==> src/rtl/button_event_pkg.sv <==
// Shared types and default timing constants for the button event decoder.
package button_event_pkg;

    typedef enum logic [1:0] {
        LOCKOUT = 2'd0,
        IDLE    = 2'd1,
        PRESSED = 2'd2,
        LONG    = 2'd3
    } state_t;

    localparam int LONG_CYCLES_DEF   = 16;
    localparam int REPEAT_CYCLES_DEF = 4;

    function automatic logic is_held(input state_t st);
        return (st == PRESSED) || (st == LONG);
    endfunction

endpackage

==> src/rtl/button_event.sv <==
// Turns a debounced button level into press/release/long/auto-repeat strobes.
// Auto-repeat is compiled in only when BUTTON_EVENT_REPEAT_EN is defined.
module button_event
    import button_event_pkg::*;
#(
    parameter int LONG_CYCLES   = LONG_CYCLES_DEF,
    parameter int REPEAT_CYCLES = REPEAT_CYCLES_DEF,
    parameter int CNT_W         = 8
) (
    input  logic clk,
    input  logic rst,
    input  logic button_in,
    output logic press_pulse,
    output logic release_pulse,
    output logic long_pulse,
    output logic repeat_pulse,
    output logic held
);

`ifdef BUTTON_EVENT_REPEAT_EN
    localparam logic REPEAT_EN = 1'b1;
`else
    localparam logic REPEAT_EN = 1'b0;
`endif

    localparam logic [CNT_W-1:0] LONG_LAST   = CNT_W'(LONG_CYCLES - 1);
    localparam logic [CNT_W-1:0] REPEAT_LAST = CNT_W'(REPEAT_CYCLES - 1);

    state_t             state_r;
    state_t             state_s;
    logic [CNT_W-1:0]   hold_cnt_r;
    logic [CNT_W-1:0]   hold_cnt_s;
    logic               press_s;
    logic               release_s;
    logic               long_s;
    logic               repeat_s;

    // Next-state, hold counter and pulse decode; release always beats long/repeat.
    always_comb begin
        state_s    = state_r;
        hold_cnt_s = hold_cnt_r;
        press_s    = 1'b0;
        release_s  = 1'b0;
        long_s     = 1'b0;
        repeat_s   = 1'b0;
        case (state_r)
            LOCKOUT: begin
                hold_cnt_s = '0;
                if (!button_in) begin
                    state_s = IDLE;
                end else begin
                    state_s = LOCKOUT;
                end
            end
            IDLE: begin
                hold_cnt_s = '0;
                if (button_in) begin
                    state_s = PRESSED;
                    press_s = 1'b1;
                end else begin
                    state_s = IDLE;
                end
            end
            PRESSED: begin
                if (!button_in) begin
                    state_s    = IDLE;
                    release_s  = 1'b1;
                    hold_cnt_s = '0;
                end else if (hold_cnt_r == LONG_LAST) begin
                    state_s    = LONG;
                    long_s     = 1'b1;
                    hold_cnt_s = '0;
                end else begin
                    hold_cnt_s = hold_cnt_r + CNT_W'(1);
                end
            end
            LONG: begin
                if (!button_in) begin
                    state_s    = IDLE;
                    release_s  = 1'b1;
                    hold_cnt_s = '0;
                end else if (!REPEAT_EN) begin
                    hold_cnt_s = '0;
                end else if (hold_cnt_r == REPEAT_LAST) begin
                    repeat_s   = 1'b1;
                    hold_cnt_s = '0;
                end else begin
                    hold_cnt_s = hold_cnt_r + CNT_W'(1);
                end
            end
            default: begin
                state_s    = LOCKOUT;
                hold_cnt_s = '0;
            end
        endcase
    end

    // State, counter and registered outputs; reset parks in LOCKOUT with no strobes.
    always_ff @(posedge clk) begin
        if (rst) begin
            state_r       <= LOCKOUT;
            hold_cnt_r    <= '0;
            press_pulse   <= 1'b0;
            release_pulse <= 1'b0;
            long_pulse    <= 1'b0;
            repeat_pulse  <= 1'b0;
            held          <= 1'b0;
        end else begin
            state_r       <= state_s;
            hold_cnt_r    <= hold_cnt_s;
            press_pulse   <= press_s;
            release_pulse <= release_s;
            long_pulse    <= long_s;
            repeat_pulse  <= repeat_s;
            held          <= is_held(state_s);
        end
    end

endmodule

==> config.mk <==
export PLATFORM = sky130hd
export DESIGN_NAME = button_event
export DESIGN_NICKNAME = d
export VERILOG_FILES = /design/src/rtl/button_event_pkg.sv /design/src/rtl/button_event.sv
export SDC_FILE = /design/constraint.sdc
export NUM_CORES = 1
export LEC_CHECK = 0
export CAP_MARGIN = 20
export CORE_AREA = 4 4 41 43
export CTS_CLUSTER_SIZE = 8
export DETAILED_ROUTE_END_ITERATION = 12
export DIE_AREA = 0 0 45 47
export PLACE_DENSITY_LB_ADDON = 0.15
export SKIP_CTS_REPAIR_TIMING = 1
export SLEW_MARGIN = 20
export SYNTH_ARGS = -nofsm -noshare
export SYNTH_HDL_FRONTEND = slang
export SYNTH_SLANG_ARGS = --single-unit
==> constraint.sdc <==
create_clock -name clk -period 1.9 [get_ports clk]
set_input_delay 0.285 -clock clk [delete_from_list [all_inputs] [get_ports clk]]
set_output_delay 0.285 -clock clk [all_outputs]
set_load 0.1 [all_outputs]
# After elaboration in Yosys (flattened, before gate mapping)
# Cells that the tools add are included.
[op_classes]
addsub = 1
eq_ne = 6
mux = 12
bitwise = 4
reduce_logical = 7
[ops]
columns = ["operator", "count"]
rows = [
  ["2-to-1 mux 8 bit", 2],
  ["case mux 8 bit (2 select lines)", 1],
  ["adder 8 x 1 -> 8 bit (second input constant)", 1],
  ["equality test 2 bit (second input constant)", 4],
  ["equality test 8 x 4 -> 1 bit (second input constant)", 1],
  ["2-to-1 mux 2 bit", 4],
  ["case mux 2 bit (4 select lines)", 1],
  ["OR reduction 2 bit", 3],
  ["OR reduction 3 bit", 2],
  ["2-to-1 mux 1 bit", 4],
  ["NOT 1 bit", 4],
  ["equality test 2 x 1 -> 1 bit (second input constant)", 1],
  ["logical NOT 2 bit", 1],
  ["logical OR 1 bit", 1],
]
[totals]
regBits = 14
inputBits = 3
wordCells = 36

# Depth between registers and ports, before layout
# Gate-level depths: netlist (run 1).
[logic_depth]
depth_word = 6
mapped_depth = 4

# Least setup slack after synthesis (run 1)
# Ideal clock, no wire load.
[synth_timing]
path_type = "reg-to-output"
start = "register held"
end = "output held"
arrival_ns = 0.909
t_required_ns = 1.615
path_slack_ns = 0.706
path_stages_with_launch = 1
path_buffers = 0
path_cell_list = "dfxtp_1"
[synth_rtl]
columns = ["item", "line", "text"]
rows = [
  ["start: declaration", "button_event.sv:17", "output logic held"],
  ["start signal: assignment", "button_event.sv:115", "held <= is_held(state_s);"],
]
# No word-level cell between the ends.

==> results of run 1 <==
worst max-delay path, stage by stage:
cell,delay (ns)
clkdlybuf4s50_1,0.50
nand4bb_1,0.34
a21o_1,0.27
a21oi_1,0.12
flip-flops by register name, summed over array words and instances (netlist names):
name           cells
state_r            2
held               1
hold_cnt_r         8
press_pulse        1
long_pulse         1
release_pulse      1
routing by layer:
metal  share of wire  wire [µm]  GRT usage  up-vias
li1                -          -          -      213
met1            0.53        407     0.1253      170
met2            0.42        320     0.1186        6
met3           0.037         28    0.04598        2
met4           0.013         10    0.08772        0
met5               0          0          0        -
worst paths after layout:
check           startpoint            end  slack (ns)  depth (start not counted)
max                    rst  hold_cnt_r[7]        0.59                          4
min          hold_cnt_r[0]  hold_cnt_r[0]        0.47                          1
max reg2reg  hold_cnt_r[0]  hold_cnt_r[6]        0.61                          4
min reg2reg  hold_cnt_r[0]  hold_cnt_r[0]        0.47                          1
cell usage after synthesis, types with 2 or more instances:
cell	count
inv_1	2
nor2_1	6
a21oi_1	4
o21ai_0	3
or3_1	4
dfxtp_1	14
nand2_1	4
nor3b_1	2
cell type report:
type                    instances  area (µm²)  share of cell area
multi-input cells              38       242.7              0.3819
well taps                      15       18.77             0.02953
repair buffers                  6       50.05             0.07874
flip-flops and latches         14       280.3              0.4409
inverters                       2       7.507             0.01181
clock buffers                   4       36.28             0.05709
logic make-up after synthesis:
logic type,after synthesis,synth area share
flip-flops,14,0.5209
buffers and inverters,3,0.02792
adder cells (fa/ha/maj),1,0.02325
other,1,0.006970
AND/OR/NAND/NOR,25,0.2814
AO/OA/AOI/OAI,9,0.1070
XOR/XNOR,2,0.03256
stage by stage:
step	util	setup slack, ns	instances	hold slack [ns]	instance area, µm²
floorplan	-	0.7060	55	0.3512	538.0
global placement	0.4606	0.3436	75	0.4661	599.3
detailed placement	0.4606	0.2947	75	0.4551	599.3
CTS	0.4885	0.5872	79	0.4737	635.6
global route	0.4885	0.4422	79	0.5188	635.6
finish	0.4885	0.5904	79	0.4657	635.6
power by group:
part           switching [mW]  leakage, nW  internal, mW
clock network          0.0874       0.0210         0.116
logic                  0.0250       0.0832        0.0101
registers             0.00226        0.113         0.296
total                   0.115        0.217         0.423
placed cells by master (no fill, tap or decap), types with 2 or more instances in the layout:
| cell | instances |
|---|---|
| a21oi_1 | 4 |
| buf_4 | 4 |
| o21ai_0 | 3 |
| dfxtp_1 | 14 |
| or3_1 | 4 |
| nor2_1 | 6 |
| clkbuf_4 | 3 |
| inv_1 | 2 |
| nand2_1 | 4 |
| nor3b_1 | 2 |
| clkdlybuf4s50_1 | 2 |
==> results.toml, run 1 <==
[die]
fp.dieW_um = 45
boundaryPins = 8
fp.coreArea_um2 = 1301
die_y_um = 47
rows = 13
initial_utilization = 0.4135
fp.dieArea_um2 = 2115

[timing]
rsz0062_at_grt = "no"
hold_viol = 0
maxSlewViolCount = 0
setup_viol = 0
fin_crit_ns = 1.310
setup_total_negative_slack_ns = 0
skew_ns = 0.0008604
timing.fmax_mhz = 763.6
post-route-period-util = 0.6893

[placement]
place_congestion = 0.6914
hpwl_um = 596.3
port_buffers = 6

[logic_synthesis]
yosysTopAreaCellShare = 0.5209
synthFlopType = "dfxtp_1"
synth-edff-count = 0
mappedNetlistArea_um2 = 538.0
yosys_register_bits = 14
synthesis.nets = 59
yosysSeqAreaShare = 0.5209
synthDistinctLibCells = 24
syn_inst = 55
synth_top_cell_by_area = "dfxtp_1"
ys_warn_count = 0
syn_area_per_cell_um2 = 9.782
synth.area.top_cells = "dfxtp_1, or3_1, nor2_1"
async_reset_ff_frac = 0

[finish]
layout.nets = 69
n_antenna_cell = 0
syn_to_final_growth_pct = 18.14
fillers = 133
drive_gt1_frac = 0.1875

[worst_hold_path]
min_path_type = "reg2reg"

[detailed_routing]
antenna_left = 0
vias = 391
drc = 0
vias_per_cell = 4.949
drt_iter0_drc = 5
first_pass_iters = 4
postRouteWirelength_um = 767
avgRoutedWirePerCell_um = 9.709

[power]
p_per_area_nw_per_um2 = 845.7
finalPower_uw = 537.6
leakage_nw = 0.2173
ir_worst_vdd_uv = 366.4

[clocking]
cts-root-buf = "clkbuf_4"
cts.path.max_buffers = 2
numCtsBuffers = 3
cts.sinks = 14
tritoncts = "done"
clkTransAtPathRegs_ns = 0.08
cts.htree.levels = 1
clk_latency_ns = 0.27

[global_route]
grt_pass1_wl_um = 1400
grt_pass1_vias = 336
grt.total_usage = 0.09785
antenna_found_initial = 0
overflow = 0
grt_start_max_net_pins = 9

[status]
status = "finished clean"

[setup_path]
critical_path_class = "in2reg"
cp-end-kind = "flop"
crit_arrival_ns = 1.52
critPathLaunchType = "primary input"
worst_ep_required_time_ns = 2.11
cp_max_fo = 6

[flow_run]
max_cap_viol_count = 0
Power figures use the tool's default switching activity.
==> run 2: changes to the inputs <==
==> constraint.sdc (replaced) <==
create_clock -name clk -period 1.25 [get_ports clk]
set_input_delay 0.1875 -clock clk [delete_from_list [all_inputs] [get_ports clk]]
set_output_delay 0.1875 -clock clk [all_outputs]
set_load 0.1 [all_outputs]
==> results.toml, run 2 (synthesis gave the netlist of run 1 again) <==
[status]
status = "finished clean"

[setup_path]
critical_path_class = "reg2reg"
critPathLaunchType = "flop"
rr_worst_depth = 4
cp_max_fo = 5
cp-end-kind = "flop"
reg2reg_to = "hold_cnt_r[7]"
reg2reg_slack_ns = 0.08
timing.rr.start = "hold_cnt_r[0]"
crit_start = "hold_cnt_r[0]"
crit_end = "hold_cnt_r[7]"
worst_ep_required_time_ns = 1.48
crit_arrival_ns = 1.40

[global_route]
antenna_found_initial = 0
overflow = 0
grt.total_usage = 0.1122
grt_use_met1 = 0.1508
top_usage_layer = "met2"
grt_pass1_wl_um = 1697
grt_use_met3 = 0.02299
use_met2 = 0.1554
grt_pass1_vias = 409
grt_start_max_net_pins = 9

[die]
die_y_um = 47
fp.coreArea_um2 = 1301
boundaryPins = 8
rows = 13
fp.dieW_um = 45
fp.dieArea_um2 = 2115
initial_utilization = 0.4135

[finish]
top_register = "hold_cnt_r"
fillers = 115
layout.nets = 73
largest_reg_flops = 8
top_regs = "hold_cnt_r (8), state_r (2)"
fin_util = 0.5721
n_antenna_cell = 0
syn_to_final_growth_pct = 38.37
stdcell_area_um2 = 744.5
layoutNonFillerInstCount = 83
final_common_cell = "dfxtp_1"
drive_gt1_frac = 0.3235
layout_common_cells = "dfxtp_1, nor2_1, nand2_1, buf_12, buf_4"

[power]
p_per_area_nw_per_um2 = 1142
power_frac_comb = 0.076
p_clk_frac = 0.389
leakage_nw = 0.2472
seqPwrFrac = 0.535
switching_share = 0.2315
finalPower_uw = 850.0
p_int_uw = 653.2
power.switching_uw = 196.8
ir_worst_vdd_uv = 769.2

[placement]
port_buffers = 6
place_congestion = 0.7396
hpwl_um = 674.6
dpl.cell_count = 79
dpl-instance-area_um2 = 679.4

[clocking]
cts.sinks = 14
cts.path.max_buffers = 2
clkTransAtPathRegs_ns = 0.09
numCtsBuffers = 3
tritoncts = "done"
clk_latency_ns = 0.29
cts.htree.levels = 1
cts-root-buf = "clkbuf_4"

[timing]
whs_ns = 0.4981
skew_ns = 0.006752
post-route-period-util = 0.9376
fin_crit_ns = 1.172
maxSlewViolCount = 0
rsz0062_at_grt = "no"
setup_viol = 0
timing.fmax_mhz = 853.3
hold_viol = 0

[detailed_routing]
postRouteWirelength_um = 944
vias = 410
drc = 0
antenna_left = 0
vias_per_cell = 4.940
drt_iter0_drc = 0
avgRoutedWirePerCell_um = 11.37
first_pass_iters = 1

[worst_hold_path]
min_path_type = "reg2reg"

[flow_run]
max_cap_viol_count = 0
==> run 2: worst min-delay path by stage <==
stage          startpoint          end  slack (ns)  cells past startpoint
3_5_place_dp   state_r[1]  press_pulse        0.49                      1
6_report       state_r[1]  press_pulse        0.50                      1
2_1_floorplan         rst   state_r[0]        0.25                      1
5_1_grt        state_r[1]  press_pulse        0.52                      1
3_3_place_gp   state_r[1]  press_pulse        0.48                      1
4_1_cts        state_r[1]  press_pulse        0.50                      1
==> run 2: stage by stage <==
| stage | TNS, ns | worst slack [ns] |
|---|---|---|
| final | 0 | 0.07803 |
| after global routing | 0 | 0.01048 |
| after CTS | -0.02058 | -0.02058 |
| after detailed placement | -0.01388 | -0.01388 |
| after global placement | 0 | 0.02742 |
| after floorplan | 0 | 0.06046 |
==> run 2: layout make-up <==
type                       instances  area [µm²]  area share
clock buffer                       4       36.28     0.04874
inverter                           2       7.507     0.01008
timing repair buffer              10       130.1      0.1748
tap                               15       18.77     0.02521
sequential                        14       282.8      0.3798
multi-input combinational         38       269.0      0.3613
==> run 2: layer usage <==
metal  routed length, µm  part of all wire  vias up
met5                   0                 0        -
met4                  32             0.034        0
met3                  44             0.047        5
met2                 386              0.41        7
met1                 481              0.51      177
li1                    -                 -      221
==> run 2: power by group through the flow <==
stage          registers (mW)  clock network [mW]  logic, mW
3_5_place_dp            0.465                   0     0.0647
2_1_floorplan           0.478                   0     0.0267
4_1_cts                 0.455               0.338     0.0649
5_1_grt                 0.456               0.355     0.0680
3_3_place_gp            0.465                   0     0.0642
6_report                0.455               0.330     0.0646
==> run 2: worst max-delay path, cell delays in order, from the launching register on <==
cell,delay [ns]
dfxtp_2,0.36
buf_4,0.12
nand3_2,0.11
or3_4,0.39
a21oi_2,0.13
==> run 3: changes to the inputs <==
--- a/config.mk
+++ b/config.mk
@@ -6,12 +6,11 @@
 export NUM_CORES = 1
 export LEC_CHECK = 0
 export CAP_MARGIN = 20
-export CORE_AREA = 4 4 41 43
+export CORE_MARGIN = 4
+export CORE_UTILIZATION = 35
 export CTS_CLUSTER_SIZE = 8
 export DETAILED_ROUTE_END_ITERATION = 12
-export DIE_AREA = 0 0 45 47
 export PLACE_DENSITY_LB_ADDON = 0.15
-export SKIP_CTS_REPAIR_TIMING = 1
 export SLEW_MARGIN = 20
 export SYNTH_ARGS = -nofsm -noshare
 export SYNTH_HDL_FRONTEND = slang
==> results.toml, run 3 (synthesis gave the netlist of run 1 again) <==
[placement]
port_buffers = 6
hpwl_um = 669.6
pre_cts_ws_ns = -0.007780
place_congestion = 0.7326

[worst_hold_path]
min_path_type = "reg2reg"
whs_path_depth = 2

[setup_path]
worst_ep_required_time_ns = 1.47
cp-end-kind = "flop"
rr_worst_depth = 4
cp_slowest_stage_delay_ns = 0.38
critical_path_class = "reg2reg"
slowest_stage = "or3_4"
cp_cell_sequence = "ha_4 > nand3_2 > or3_4 > a21oi_2"
critPathLaunchType = "flop"
crit_arrival_ns = 1.39
cp_max_fo = 4

[clocking]
cts.path.max_buffers = 2
cts.htree.levels = 1
clk_latency_ns = 0.27
clkTransAtPathRegs_ns = 0.08
cts_hold_buf = 0
cts_setup_buffers = 0
tritoncts = "done"
numCtsBuffers = 3
cts-root-buf = "clkbuf_4"
cts.sinks = 14
post_cts_resized = 2

[timing]
maxSlewViolCount = 0
fin_crit_ns = 1.178
hold_viol = 0
skew_ns = 0.003066
timing.fmax_mhz = 848.6
post-route-period-util = 0.9427
setup_viol = 0
fin_ws_ns = 0.07163
setup_total_negative_slack_ns = 0

[finish]
syn_to_final_growth_pct = 38.37
top_regs = "hold_cnt_r (8), state_r (2)"
multiInputGateArea_um2 = 269.0
fillers = 136
seqCellArea_um2 = 282.8
top_register = "hold_cnt_r"
n_antenna_cell = 0
layout_common_cells = "dfxtp_1, nor2_1, nand2_1, buf_12, buf_4"
drive_gt1_frac = 0.3235
final_common_cell = "dfxtp_1"
largest_reg_flops = 8
layout.nets = 73

[die]
initial_utilization = 0.3938
fp.dieW_um = 47.21
boundaryPins = 8
fp.coreArea_um2 = 1366
rows = 13
die_y_um = 47.21
fp.dieArea_um2 = 2228

[flow_run]
max_cap_viol_count = 0

[detailed_routing]
antenna_left = 0
first_pass_iters = 4
vias = 409
vias_per_cell = 4.928
postRouteWirelength_um = 882
avgRoutedWirePerCell_um = 10.63
drt_iter0_drc = 1
drc = 0

[global_route]
grt_start_max_net_pins = 9
grt_pass1_vias = 378
antenna_found_initial = 0
grt.total_usage = 0.1026
overflow = 0
grt_pass1_wl_um = 1552

[power]
ir_worst_vdd_uv = 459.1
leakage_nw = 0.2472
p_per_area_nw_per_um2 = 1112

[status]
status = "finished clean"
run 3: cell counts in the layout (fill, tap and decap cells not counted):
Identical to the previous run, type by type.
run 3: critical path, delay by kind of cell, from the launching register on:
| family | cells | cell delay (ns) |
|---|---|---|
| compound gates | 1 | 0.12 |
| fa+ha+maj | 1 | 0.16 |
| flops | 1 | 0.36 |
| simple gates | 2 | 0.48 |
run 3: path summary, 6_finish.rpt:
path / to / startpoint / slack (ns)
max: hold_cnt_r[6] / hold_cnt_r[0] / 0.07
min reg2reg: hold_cnt_r[7] / hold_cnt_r[7] / 0.50
min: hold_cnt_r[7] / hold_cnt_r[7] / 0.50
max reg2reg: hold_cnt_r[6] / hold_cnt_r[0] / 0.07
run 3: stage by stage:
step / utilization / area [µm²] / std cells / power [mW] / hold WS, ns
global route: 0.5449 / 744.5 / 83 / 0.8717 / 0.5417
finish: 0.5449 / 744.5 / 83 / 0.8277 / 0.4998
detailed placement: 0.4973 / 679.4 / 79 / 0.5300 / 0.4901
CTS: 0.5293 / 723.2 / 83 / 0.8493 / 0.4968
global placement: 0.4973 / 679.4 / 79 / 0.5296 / 0.4791
floorplan: - / 538.0 / 55 / 0.5049 / 0.2537
run 3: layout make-up:
| type | instances | area share |
|---|---|---|
| inverters | 2 | 0.01008 |
| flip-flops and latches | 14 | 0.3798 |
| repair buffers | 10 | 0.1748 |
| multi-input cells | 38 | 0.3613 |
| clock buffers | 4 | 0.04874 |
| well taps | 15 | 0.02521 |
run 3: power by group:
group | switching [mW] | internal [mW] | total [mW]
Clock | 0.131 | 0.177 | 0.308
Combinational | 0.0393 | 0.0250 | 0.0643
Sequential | 0.00460 | 0.451 | 0.455
run 3: routing by layer:
| metal | vias up | wire [µm] | global-route usage | share of wire |
|---|---|---|---|---|
| met3 | 2 | 54 | 0.05747 | 0.061 |
| met4 | 0 | 11 | 0.04972 | 0.012 |
| met2 | 7 | 377 | 0.1463 | 0.43 |
| li1 | 218 | - | - | - |
| met1 | 182 | 438 | 0.1239 | 0.50 |
| met5 | - | 0 | 0 | 0 |
